--- config.mk ---
export PLATFORM = sky130hd
export DESIGN_NAME = mem_bus_arbiter
export DESIGN_NICKNAME = d
export VERILOG_FILES = /design/src/rtl/mips_bus_pkg.sv /design/src/rtl/arb_starve_counter.sv /design/src/rtl/mem_bus_arbiter.sv
export SDC_FILE = /design/constraint.sdc
export NUM_CORES = 1
export LEC_CHECK = 0
export CORE_MARGIN = 8
export CORE_UTILIZATION = 44
export CTS_CLUSTER_SIZE = 14
export DETAILED_ROUTE_END_ITERATION = 10
export PLACE_DENSITY = 0.86
export SYNTH_ARGS = -nofsm -noshare
export SYNTH_HDL_FRONTEND = slang
export SYNTH_HIERARCHICAL = 1
export SYNTH_SLANG_ARGS = --single-unit
--- constraint.sdc ---
create_clock -name clk -period 3 [get_ports clk]
set_input_delay 0.75 -clock clk [delete_from_list [all_inputs] [get_ports clk]]
set_output_delay 0.75 -clock clk [all_outputs]
set_load 0.05 [all_outputs]
--- src/rtl/mips_bus_pkg.sv ---
// Shared types for the MIPS32 unified memory-port arbiter.
// Holds the arbiter state/owner enums, the default bus widths used by the
// core, and the fixed-priority pick function.
package mips_bus_pkg;

    localparam int MIPS_ADDR_W = 32;
    localparam int MIPS_DATA_W = 32;

    typedef enum logic [1:0] {
        IDLE  = 2'd0,
        ISSUE = 2'd1,
        WAIT  = 2'd2,
        RESP  = 2'd3
    } arb_state_t;

    typedef enum logic {
        OWN_I = 1'b0,
        OWN_D = 1'b1
    } owner_t;

    // D beats I unless the starvation guard forces an I win.
    function automatic owner_t arb_pick(input logic d_req, input logic force_i);
        return (d_req && !force_i) ? OWN_D : OWN_I;
    endfunction

endpackage

--- src/rtl/arb_starve_counter.sv ---
// Starvation guard for the fetch requester: counts consecutive D grants made
// while i_req is pending and raises force_i once MAX_WAIT is reached.
// Only instantiated when ARB_STARVE_GUARD_EN is defined.
module arb_starve_counter #(
    parameter int MAX_WAIT = 4
) (
    input  logic clk,
    input  logic rst,
    input  logic i_req,
    input  logic d_win,
    input  logic i_win,
    output logic force_i
);

    localparam int CNT_W = $clog2(MAX_WAIT + 1);
    localparam logic [CNT_W-1:0] CNT_MAX = CNT_W'(MAX_WAIT);

    logic [CNT_W-1:0] count;

    // Count D wins against a waiting I; any I win or a dropped i_req restarts it.
    always_ff @(posedge clk) begin
        if (rst) begin
            count <= '0;
        end else if (i_win || !i_req) begin
            count <= '0;
        end else if (d_win && (count != CNT_MAX)) begin
            count <= count + 1'b1;
        end
    end

    assign force_i = i_req && (count == CNT_MAX);

endmodule

--- src/rtl/mem_bus_arbiter.sv ---
// Arbiter sharing the single unified memory port between instruction fetch (I)
// and load/store (D). One transaction outstanding at a time, sequenced by a
// 4-state FSM (IDLE/ISSUE/WAIT/RESP). All outputs are registered.
// Optional feature macro: ARB_STARVE_GUARD_EN (fetch starvation guard).
//
// Handshakes: a requester raises *_req with stable fields and holds it until
// it sees its one-cycle *_gnt; requests are only sampled in IDLE. Towards
// memory, m_req and its fields stay stable until m_ack is seen; read data
// arrives later as a single m_rvalid beat. Responses to requesters are a
// single *_rvalid pulse with no back-pressure.
module mem_bus_arbiter
    import mips_bus_pkg::*;
#(
    parameter int ADDR_W   = MIPS_ADDR_W,
    parameter int DATA_W   = MIPS_DATA_W,
    parameter int MAX_WAIT = 4
) (
    input  logic                clk,
    input  logic                rst,
    input  logic                i_req,
    input  logic [ADDR_W-1:0]   i_addr,
    output logic                i_gnt,
    output logic                i_rvalid,
    output logic [DATA_W-1:0]   i_rdata,
    input  logic                d_req,
    input  logic                d_we,
    input  logic [DATA_W/8-1:0] d_be,
    input  logic [ADDR_W-1:0]   d_addr,
    input  logic [DATA_W-1:0]   d_wdata,
    output logic                d_gnt,
    output logic                d_rvalid,
    output logic [DATA_W-1:0]   d_rdata,
    output logic                m_req,
    output logic                m_we,
    output logic [DATA_W/8-1:0] m_be,
    output logic [ADDR_W-1:0]   m_addr,
    output logic [DATA_W-1:0]   m_wdata,
    input  logic                m_ack,
    input  logic                m_rvalid,
    input  logic [DATA_W-1:0]   m_rdata,
    output logic                busy
);

    if (MAX_WAIT < 1) begin : g_bad_max_wait
        $error("mem_bus_arbiter: MAX_WAIT must be at least 1");
    end

    // FSM state and transaction owner; state is the name checkers bind to.
    arb_state_t state;
    owner_t     owner;

    logic   any_req;
    logic   force_i;
    owner_t win;

    assign any_req = i_req || d_req;
    assign win     = arb_pick(d_req, force_i);

`ifdef ARB_STARVE_GUARD_EN
    logic d_win;
    logic i_win;

    assign d_win = (state == IDLE) && any_req && (win == OWN_D);
    assign i_win = (state == IDLE) && any_req && (win == OWN_I);

    arb_starve_counter #(
        .MAX_WAIT (MAX_WAIT)
    ) u_starve (
        .clk     (clk),
        .rst     (rst),
        .i_req   (i_req),
        .d_win   (d_win),
        .i_win   (i_win),
        .force_i (force_i)
    );
`else
    assign force_i = 1'b0;
`endif

    // Transaction sequencer: arbitrate in IDLE, hold the memory request in
    // ISSUE until acked, collect read data in WAIT, signal store completion
    // in RESP. Pulse outputs default low every cycle.
    always_ff @(posedge clk) begin
        if (rst) begin
            state    <= IDLE;
            owner    <= OWN_I;
            i_gnt    <= 1'b0;
            i_rvalid <= 1'b0;
            i_rdata  <= '0;
            d_gnt    <= 1'b0;
            d_rvalid <= 1'b0;
            d_rdata  <= '0;
            m_req    <= 1'b0;
            m_we     <= 1'b0;
            m_be     <= '0;
            m_addr   <= '0;
            m_wdata  <= '0;
            busy     <= 1'b0;
        end else begin
            i_gnt    <= 1'b0;
            d_gnt    <= 1'b0;
            i_rvalid <= 1'b0;
            d_rvalid <= 1'b0;
            case (state)
                IDLE: begin
                    if (any_req) begin
                        owner <= win;
                        m_req <= 1'b1;
                        busy  <= 1'b1;
                        state <= ISSUE;
                        if (win == OWN_D) begin
                            d_gnt   <= 1'b1;
                            m_we    <= d_we;
                            m_be    <= d_be;
                            m_addr  <= d_addr;
                            m_wdata <= d_wdata;
                        end else begin
                            // Fetches are always full-word reads.
                            i_gnt   <= 1'b1;
                            m_we    <= 1'b0;
                            m_be    <= '1;
                            m_addr  <= i_addr;
                            m_wdata <= '0;
                        end
                    end
                end
                ISSUE: begin
                    if (m_ack) begin
                        m_req <= 1'b0;
                        if (m_we) begin
                            // Store completion is raised on entry so it is
                            // visible during the RESP cycle itself.
                            d_rvalid <= 1'b1;
                            d_rdata  <= '0;
                            state    <= RESP;
                        end else begin
                            state <= WAIT;
                        end
                    end
                end
                WAIT: begin
                    if (m_rvalid) begin
                        if (owner == OWN_D) begin
                            d_rvalid <= 1'b1;
                            d_rdata  <= m_rdata;
                        end else begin
                            i_rvalid <= 1'b1;
                            i_rdata  <= m_rdata;
                        end
                        busy  <= 1'b0;
                        state <= IDLE;
                    end
                end
                RESP: begin
                    busy  <= 1'b0;
                    state <= IDLE;
                end
                default: begin
                    busy  <= 1'b0;
                    state <= IDLE;
                end
            endcase
        end
    end

    // Memory protocol violations: responses outside the phase expecting them.
    a_rvalid_in_wait: assert property (@(posedge clk) disable iff (rst)
        m_rvalid |-> (state == WAIT));
    a_ack_in_issue: assert property (@(posedge clk) disable iff (rst)
        m_ack |-> (state == ISSUE));

endmodule

==> results of run 1 <==
[registers in the layout, summed over array words and instances (netlist names)]
register,cells
i_gnt,1
i_rvalid,1
m_be,4
i_rdata,32
d_gnt,1
state,2
d_rvalid,1
m_req,1
m_addr,32
owner,1
m_we,1
busy,1
d_rdata,32
m_wdata,32
[cell usage after synthesis]
library cell	instances	share of area [%]
a2111o_1	1	0.20
a211oi_1	32	4.2
a21oi_1	68	6.0
and3_1	1	0.11
and3b_1	1	0.15
buf_1	4	0.26
buf_2	9	0.79
buf_6	4	0.79
clkbuf_1	39	2.6
clkinv_1	1	0.066
dfxtp_1	142	50
ha_1	6	1.3
inv_1	2	0.13
mux2i_1	66	12
nand2_1	126	8.3
nand2b_1	9	0.99
nand3_1	59	5.2
nand3b_1	13	1.7
nor2_1	39	2.6
nor2b_1	2	0.22
nor2b_4	1	0.24
nor3_1	1	0.088
nor3b_1	1	0.13
nor4_4	1	0.38
nor4b_1	1	0.15
o21a_1	2	0.26
o21ai_0	5	0.44
o21ai_2	1	0.15
o221a_2	1	0.20
o31a_1	1	0.15
o31ai_1	1	0.13
or3_1	1	0.11
[through the flow]
stage | area (um2) | power, mW | cells | worst slack [ns] | util [%]
3_5_place_dp | 8530 | 5.64 | 1045 | 0.431 | 67.6
2_1_floorplan | 5670 | 4.55 | 641 | 1.18 | -
5_1_grt | 9110 | 8.00 | 1075 | 0.260 | 72.2
3_3_place_gp | 8530 | 5.60 | 1045 | 0.425 | 67.6
6_report | 9110 | 7.64 | 1075 | 0.355 | 72.2
4_1_cts | 9110 | 7.70 | 1075 | 0.378 | 72.2
[where the power goes]
part	internal, mW	switching, mW	leakage, nW	total (mW)
combinational	1.13	2.10	1.87	3.23
sequential	2.20	0.164	1.16	2.36
clock	1.30	0.750	0.286	2.05
total	4.63	3.01	3.32	7.64
[worst max-delay path by stage]
stage | start | endpoint | depth (start not counted)
2_1_floorplan | state[0]$_SDFFE_PP0P_ | d_rdata[0]$_SDFFE_PP0P_ | 7
3_3_place_gp | state[0]$_SDFFE_PP0P_ | m_req$_SDFFE_PP0P_ | 6
3_5_place_dp | i_req | m_req$_SDFFE_PP0P_ | 4
4_1_cts | state[1]$_SDFFE_PP0P_ | m_req$_SDFFE_PP0P_ | 6
5_1_grt | state[0]$_SDFFE_PP0P_ | m_req$_SDFFE_PP0P_ | 6
6_report | state[1]$_SDFFE_PP0P_ | m_req$_SDFFE_PP0P_ | 6
[tightest hold or removal path, cell delays in order, from the launching register on]
cell and delay, ns:
dfxtp_1 0.30, nand2_1 0.05, a21oi_1 0.05
[logic make-up after synthesis]
logic type / after synthesis
flops: 142
fa+ha+maj: 6
mux: 66
simple gates: 256
buf+inv: 59
compound gates: 112
[routing by layer]
layer / share of wire, % / GRT usage, % / vias up
met5: 0 / 0 / -
met3: 11 / 9.57 / 29
li1: - / - / 2703
met1: 39 / 24.0 / 2499
met2: 48 / 37.5 / 239
met4: 2.4 / 8.40 / 0
[final cells by class]
| cell class | count | area [um2] | share of cell area (%) |
|---|---|---|---|
| repair buffers | 288 | 2900 | 31.8 |
| flip-flops and latches | 142 | 2840 | 31.2 |
| multi-input cells | 440 | 2560 | 28.2 |
| clock buffers | 24 | 492 | 5.40 |
| well taps | 172 | 215 | 2.36 |
| clock inverters | 6 | 83.8 | 0.921 |
| inverters | 3 | 11.3 | 0.124 |
==> out/results.txt, run 1 <==
RSZ-0062 raised after global routing: false
Total grt overflow: 0
Die width: 129 um
Seq/Total Area, Yosys: 50.2%
Antenna Cells: 0
Reg2reg setup slack: 0.35 ns
Layout cell share with drive strength beyond 1: 4.98%
Post-Synth Simple-Gate Area: 20.4%
Mapped Nets: 786
Final Hold Viols: 0
Vias in the first global route: 5,412
Num CTS Buffers: 17
DR vias: 5,470
Hold Crit Class: reg2reg
CP arrival: 2.99 ns
Outcome: finished, final reports clean
Crit path largest cell delay: 0.99 ns
Cell Rows: 41
Mapped Cells: 641
Min Hold Slack: 0.449 ns
Post-route clock skew: 0.00589 ns
Drt via density: 5.09
Adder-cell share of the synthesized area: 1.32%
Initial antenna violation count: 0
CP Data Required Time: 3.34 ns
CTS clk-pin slew, worst paths: 0.05 ns
Largest net degree at the start of global routing: 72
Post-Syn Area: 5670 um2
Gp weighted congestion: 0.781
IO Port Bufs: 277
Max Clk Rate: 378 MHz
Final Max Slew Viols: 0
Critical path's slowest cell: nor3b_1
Hold_buf cts: 0
Root buffer cell: clkbuf_16
CORE AREA: 12,600 um2
Reg2reg start: state[1]$_SDFFE_PP0P_
Final ANT Viol Nets: 0
Period Utilization, post-route: 88.2%
# clock sinks: 142
Area growth syn-to-layout: 60.7%
R2R cell count: 6
Detailed-route wire length: 18,700 um
Clock buffer depth: 2
Setup TNS: 0 ns
# setup viols final: 0
Synth Warn #: 6
Worst setup SP type: register
Crit path kind: reg2reg
Fin crit period: 2.65 ns
Multiplexer share of the synthesized area: 11.7%
First-pass GRT wire length: 28,900 um
WP buf/inv: 2
IO Count: 278
Largest family of logic cells by synthesized area: simple AND/OR/NAND/NOR gates
Htree depth: 4
Crit-path cells: inv_1 > ha_1 > buf_4 > nor3b_1 > o21ai_0 > a21oi_1
Syn_area_per_cell: 8.84 um2
Peak supply drop: 0.588 mV
Most frequent cells in the layout: clkdlybuf4s50_1, dfxtp_1, nand2_1
Initial drt markers: 307
Worst Hold End: m_wdata[9]$_SDFFE_PP0P_
Post-cts resize count: 0
Die area: 16,800 um2
Post-Synth XOR/XNOR Area: 0%
CTS tree: yes
Synth Area in Compound Gates: 11.8%
CP top delay family: simple AND/OR/NAND/NOR gates
Drt pass-1 iters: 4
Drt wl/cell: 17.4 um
Nets: 1,037
Number of remaining DRC errors: 0
Initial Utilization: 44.9%
Leak Pwr: 3.32 nW
Hpwl dp: 13,900 um
Postcts setup bufs: 0
Fillers: 972
Pwr dens: 839 nW/um2
CP Capture Type: register
Worst-Margin Slew: 1.17 ns
CP Max Fanout: 40
Die Y: 129 um
Hold_sp: m_wdata[9]$_SDFFE_PP0P_
R2R Path End: m_req$_SDFFE_PP0P_
Worst rel slew slack: 21.6%
Worst-Skew Late Latency: 0.41 ns
Hold path cells: 2
Max-Cap Viols: 0
Commonest non-fill, non-tap cell in the layout: clkdlybuf4s50_1
Post-synthesis cell type count: 32
Tot GR Track Use: 22.1%
Synth Register Bits: 142
Power figures use the tool's default switching activity.
==> inputs of run 2 (changes only) <==
--- a/config.mk
+++ b/config.mk
@@ -10,6 +10,7 @@
 export CTS_CLUSTER_SIZE = 14
 export DETAILED_ROUTE_END_ITERATION = 10
 export PLACE_DENSITY = 0.86
+export SLEW_MARGIN = 10
 export SYNTH_ARGS = -nofsm -noshare
 export SYNTH_HDL_FRONTEND = slang
 export SYNTH_HIERARCHICAL = 1
==> results of run 2 <==
Final layout, timing and power as in run 1 (identical DEF).
==> inputs of run 3 (changes only) <==
--- a/config.mk
+++ b/config.mk
@@ -5,11 +5,12 @@
 export SDC_FILE = /design/constraint.sdc
 export NUM_CORES = 1
 export LEC_CHECK = 0
-export CORE_MARGIN = 8
-export CORE_UTILIZATION = 44
+export CORE_AREA = 2 2 109 111
 export CTS_CLUSTER_SIZE = 14
 export DETAILED_ROUTE_END_ITERATION = 10
-export PLACE_DENSITY = 0.86
+export DIE_AREA = 0 0 111 113
+export DONT_BUFFER_PORTS = 1
+export GPL_TIMING_DRIVEN = 1
 export SLEW_MARGIN = 10
 export SYNTH_ARGS = -nofsm -noshare
 export SYNTH_HDL_FRONTEND = slang
==> run 3 against run 2 <==
  * Combinational power fell by 60%
  * Clock skew rose by 0.011 ns
  * Register-to-register slack improved by 0.60 ns
  * Routed wire length fell by 27%
  * First-iteration DRC count fell by 34%
  * Setup slack improved by 0.60 ns
  * Power fell by 10%
  * Critical path depth did not move
  * Global-route usage fell by 0.65 points
  * Non-clock buffer count fell by 279
  * Critical endpoint is now d_rdata[3]$_SDFFE_PP0P_
==> out/results.txt, run 3 (synthesized netlist as in run 1, its figures left out) <==
# clock sinks: 142 (unchanged)
Layout cell share with drive strength beyond 1: 7.03% (+2.0 points)
Leak Pwr: 2.28 nW (-31%)
Detailed-route wire length: 13,700 um (-27%)
Num CTS Buffers: 17 (unchanged)
Clock buffer depth: 2 (unchanged)
Critical path's slowest cell: buf_4
IO Port Bufs: 0 (-100%)
Initial antenna violation count: 0 (unchanged)
Placed Instances: 737 (-29%)
CP Data Required Time: 3.33 ns (about the same)
First-pass GRT wire length: 21,600 um (-25%)
IO Count: 278 (unchanged)
Min Hold Slack: 0.406 ns (-0.0433 ns)
Drt pass-1 iters: 5 (+1)
Hold_sp: rst
Pint: 4.04 mW (-13%)
CP Capture Type: register
Clock network power share: 31.1% (+4.3 points)
Htree depth: 4 (unchanged)
Initial drt markers: 204 (-34%)
Tot Pwr: 6.88 mW (-10%)
Pwr dens: 1090 nW/um2 (+30%)
Drt via density: 5.57 (+9.5%)
Sw frac: 41.3% (+1.9 points)
Tot GR Track Use: 21.5% (-0.65 points)
Fin crit period: 2.05 ns (-0.597 ns)
Crit path largest cell delay: 0.50 ns (-0.49 ns)
RSZ-0062 raised after global routing: false
Fin cells: 769 (-28%)
Sequential Area: 2840 um2 (unchanged)
Multi-input gate area: 2560 um2 (unchanged)
Total grt overflow: 0 (unchanged)
Drt wl/cell: 17.8 um (+2.1%)
Post-route clock skew: 0.0165 ns (+0.0106 ns)
Largest net degree at the start of global routing: 125 (+74%)
Peak supply drop: 0.531 mV (-9.8%)
Die Y: 113 um (-13%)
Hold Crit Class: in2reg
Nets: 758 (-27%)
Psw: 2.84 mW (-5.8%)
Combinational Power Share: 18.9% (-23 points)
Post-cts resize count: 0 (unchanged)
Root buffer cell: clkbuf_16
Final Max Slew Viols: 0 (unchanged)
Area growth syn-to-layout: 10.9%
Initial Utilization: 50.3% (+5.4 points)
CTS clk-pin slew, worst paths: 0.06 ns (about the same)
CP Max Fanout: 32 (-20%)
Die width: 111 um (-14%)
CP arrival: 2.37 ns (-0.62 ns)
Worst setup SP type: register
Worst-Skew Late Latency: 0.41 ns (about the same)
# setup viols final: 0 (unchanged)
Die area: 12,500 um2 (-25%)
Cell Rows: 39 (-4.9%)
Crit path kind: reg2reg
DR vias: 4,286 (-22%)
Reg2reg start: state[1]$_SDFFE_PP0P_
Sequential share of power: 50.0% (+19 points)
Gp weighted congestion: 0.797 (+2.0%)
Outcome: finished, final reports clean
Worst rel slew slack: 55.4% (+34 points)
Antenna Cells: 0 (unchanged)
Fillers: 1,046 (+7.6%)
Most frequent cells in the layout: dfxtp_1, nand2_1, a21oi_1
CORE AREA: 11,300 um2 (-11%)
Vias in the first global route: 4,114 (-24%)
Hpwl dp: 9270 um (-33%)
CTS tree: yes
Final Hold Viols: 0 (unchanged)
Cell area after layout: 6280 um2 (-31%)
Hold_buf cts: 0 (unchanged)
Postcts setup bufs: 0 (unchanged)
Worst-Margin Slew: 0.667 ns (-0.506 ns)
Setup TNS: 0 ns (unchanged)
Crit-path cells: inv_1 > ha_1 > nor2b_1 > nor4_4 > buf_4 > mux2i_1
Crit path from: state[1]$_SDFFE_PP0P_
Max Clk Rate: 488 MHz (+29%)
Max-Cap Viols: 0 (unchanged)
Post-DP Area: 5680 um2 (-33%)
Number of remaining DRC errors: 0 (unchanged)
Commonest non-fill, non-tap cell in the layout: dfxtp_1
Period Utilization, post-route: 68.3% (-20 points)
Final ANT Viol Nets: 0 (unchanged)
[run 3: per-layer routing]
metal,global-route usage (%),vias to the layer above,wire (um)
met4,7.92,0,141
met1,24.1,1960,5330
li1,-,2138,-
met2,36.9,175,6890
met3,8.68,13,1300
met5,0,-,0
[run 3: critical path: cells and delay by family, from the launching register on]
family,cells,cell delay [ns]
AND/OR/NAND/NOR,2,0.45
flip-flops,1,0.42
multiplexers,1,0.25
buffers and inverters,2,0.61
adder cells (fa/ha/maj),1,0.22
[run 3: area by class of cell]
type,instances,area share (%)
Sequential cell,142,45.2
Clock buffer,20,7.11
Multi-Input combinational cell,440,40.8
Clock inverter,12,2.55
Inverter,3,0.179
Timing Repair Buffer,9,1.27
Tap cell,143,2.85
[run 3: power by group through the flow]
| stage | logic (mW) | registers, mW | clock network (mW) |
|---|---|---|---|
| 6_report | 1.30 | 3.44 | 2.14 |
| 4_1_cts | 1.31 | 3.45 | 2.19 |
| 2_1_floorplan | 1.15 | 3.40 | 0 |
| 3_5_place_dp | 1.31 | 3.48 | 0 |
| 5_1_grt | 1.47 | 3.48 | 2.27 |
| 3_3_place_gp | 1.27 | 3.48 | 0 |
[run 3: worst paths after layout]
| kind | end | cells after the start | slack (ns) |
|---|---|---|---|
| worst max register to register | d_rdata[3]$_SDFFE_PP0P_ | 6 | 0.95 |
| worst max-delay path | d_rdata[3]$_SDFFE_PP0P_ | 6 | 0.95 |
| worst min-delay path | i_rdata[14]$_SDFFE_PP0P_ | 1 | 0.41 |
| worst min register to register | owner$_SDFFE_PP0P_ | 2 | 0.51 |
[run 3: through the flow]
step           setup slack [ns]  utilization, %
2_1_floorplan              1.18               -
3_3_place_gp               1.09            50.4
3_5_place_dp              0.973            50.4
4_1_cts                   0.963            55.7
5_1_grt                   0.841            55.7
6_report                  0.952            55.7
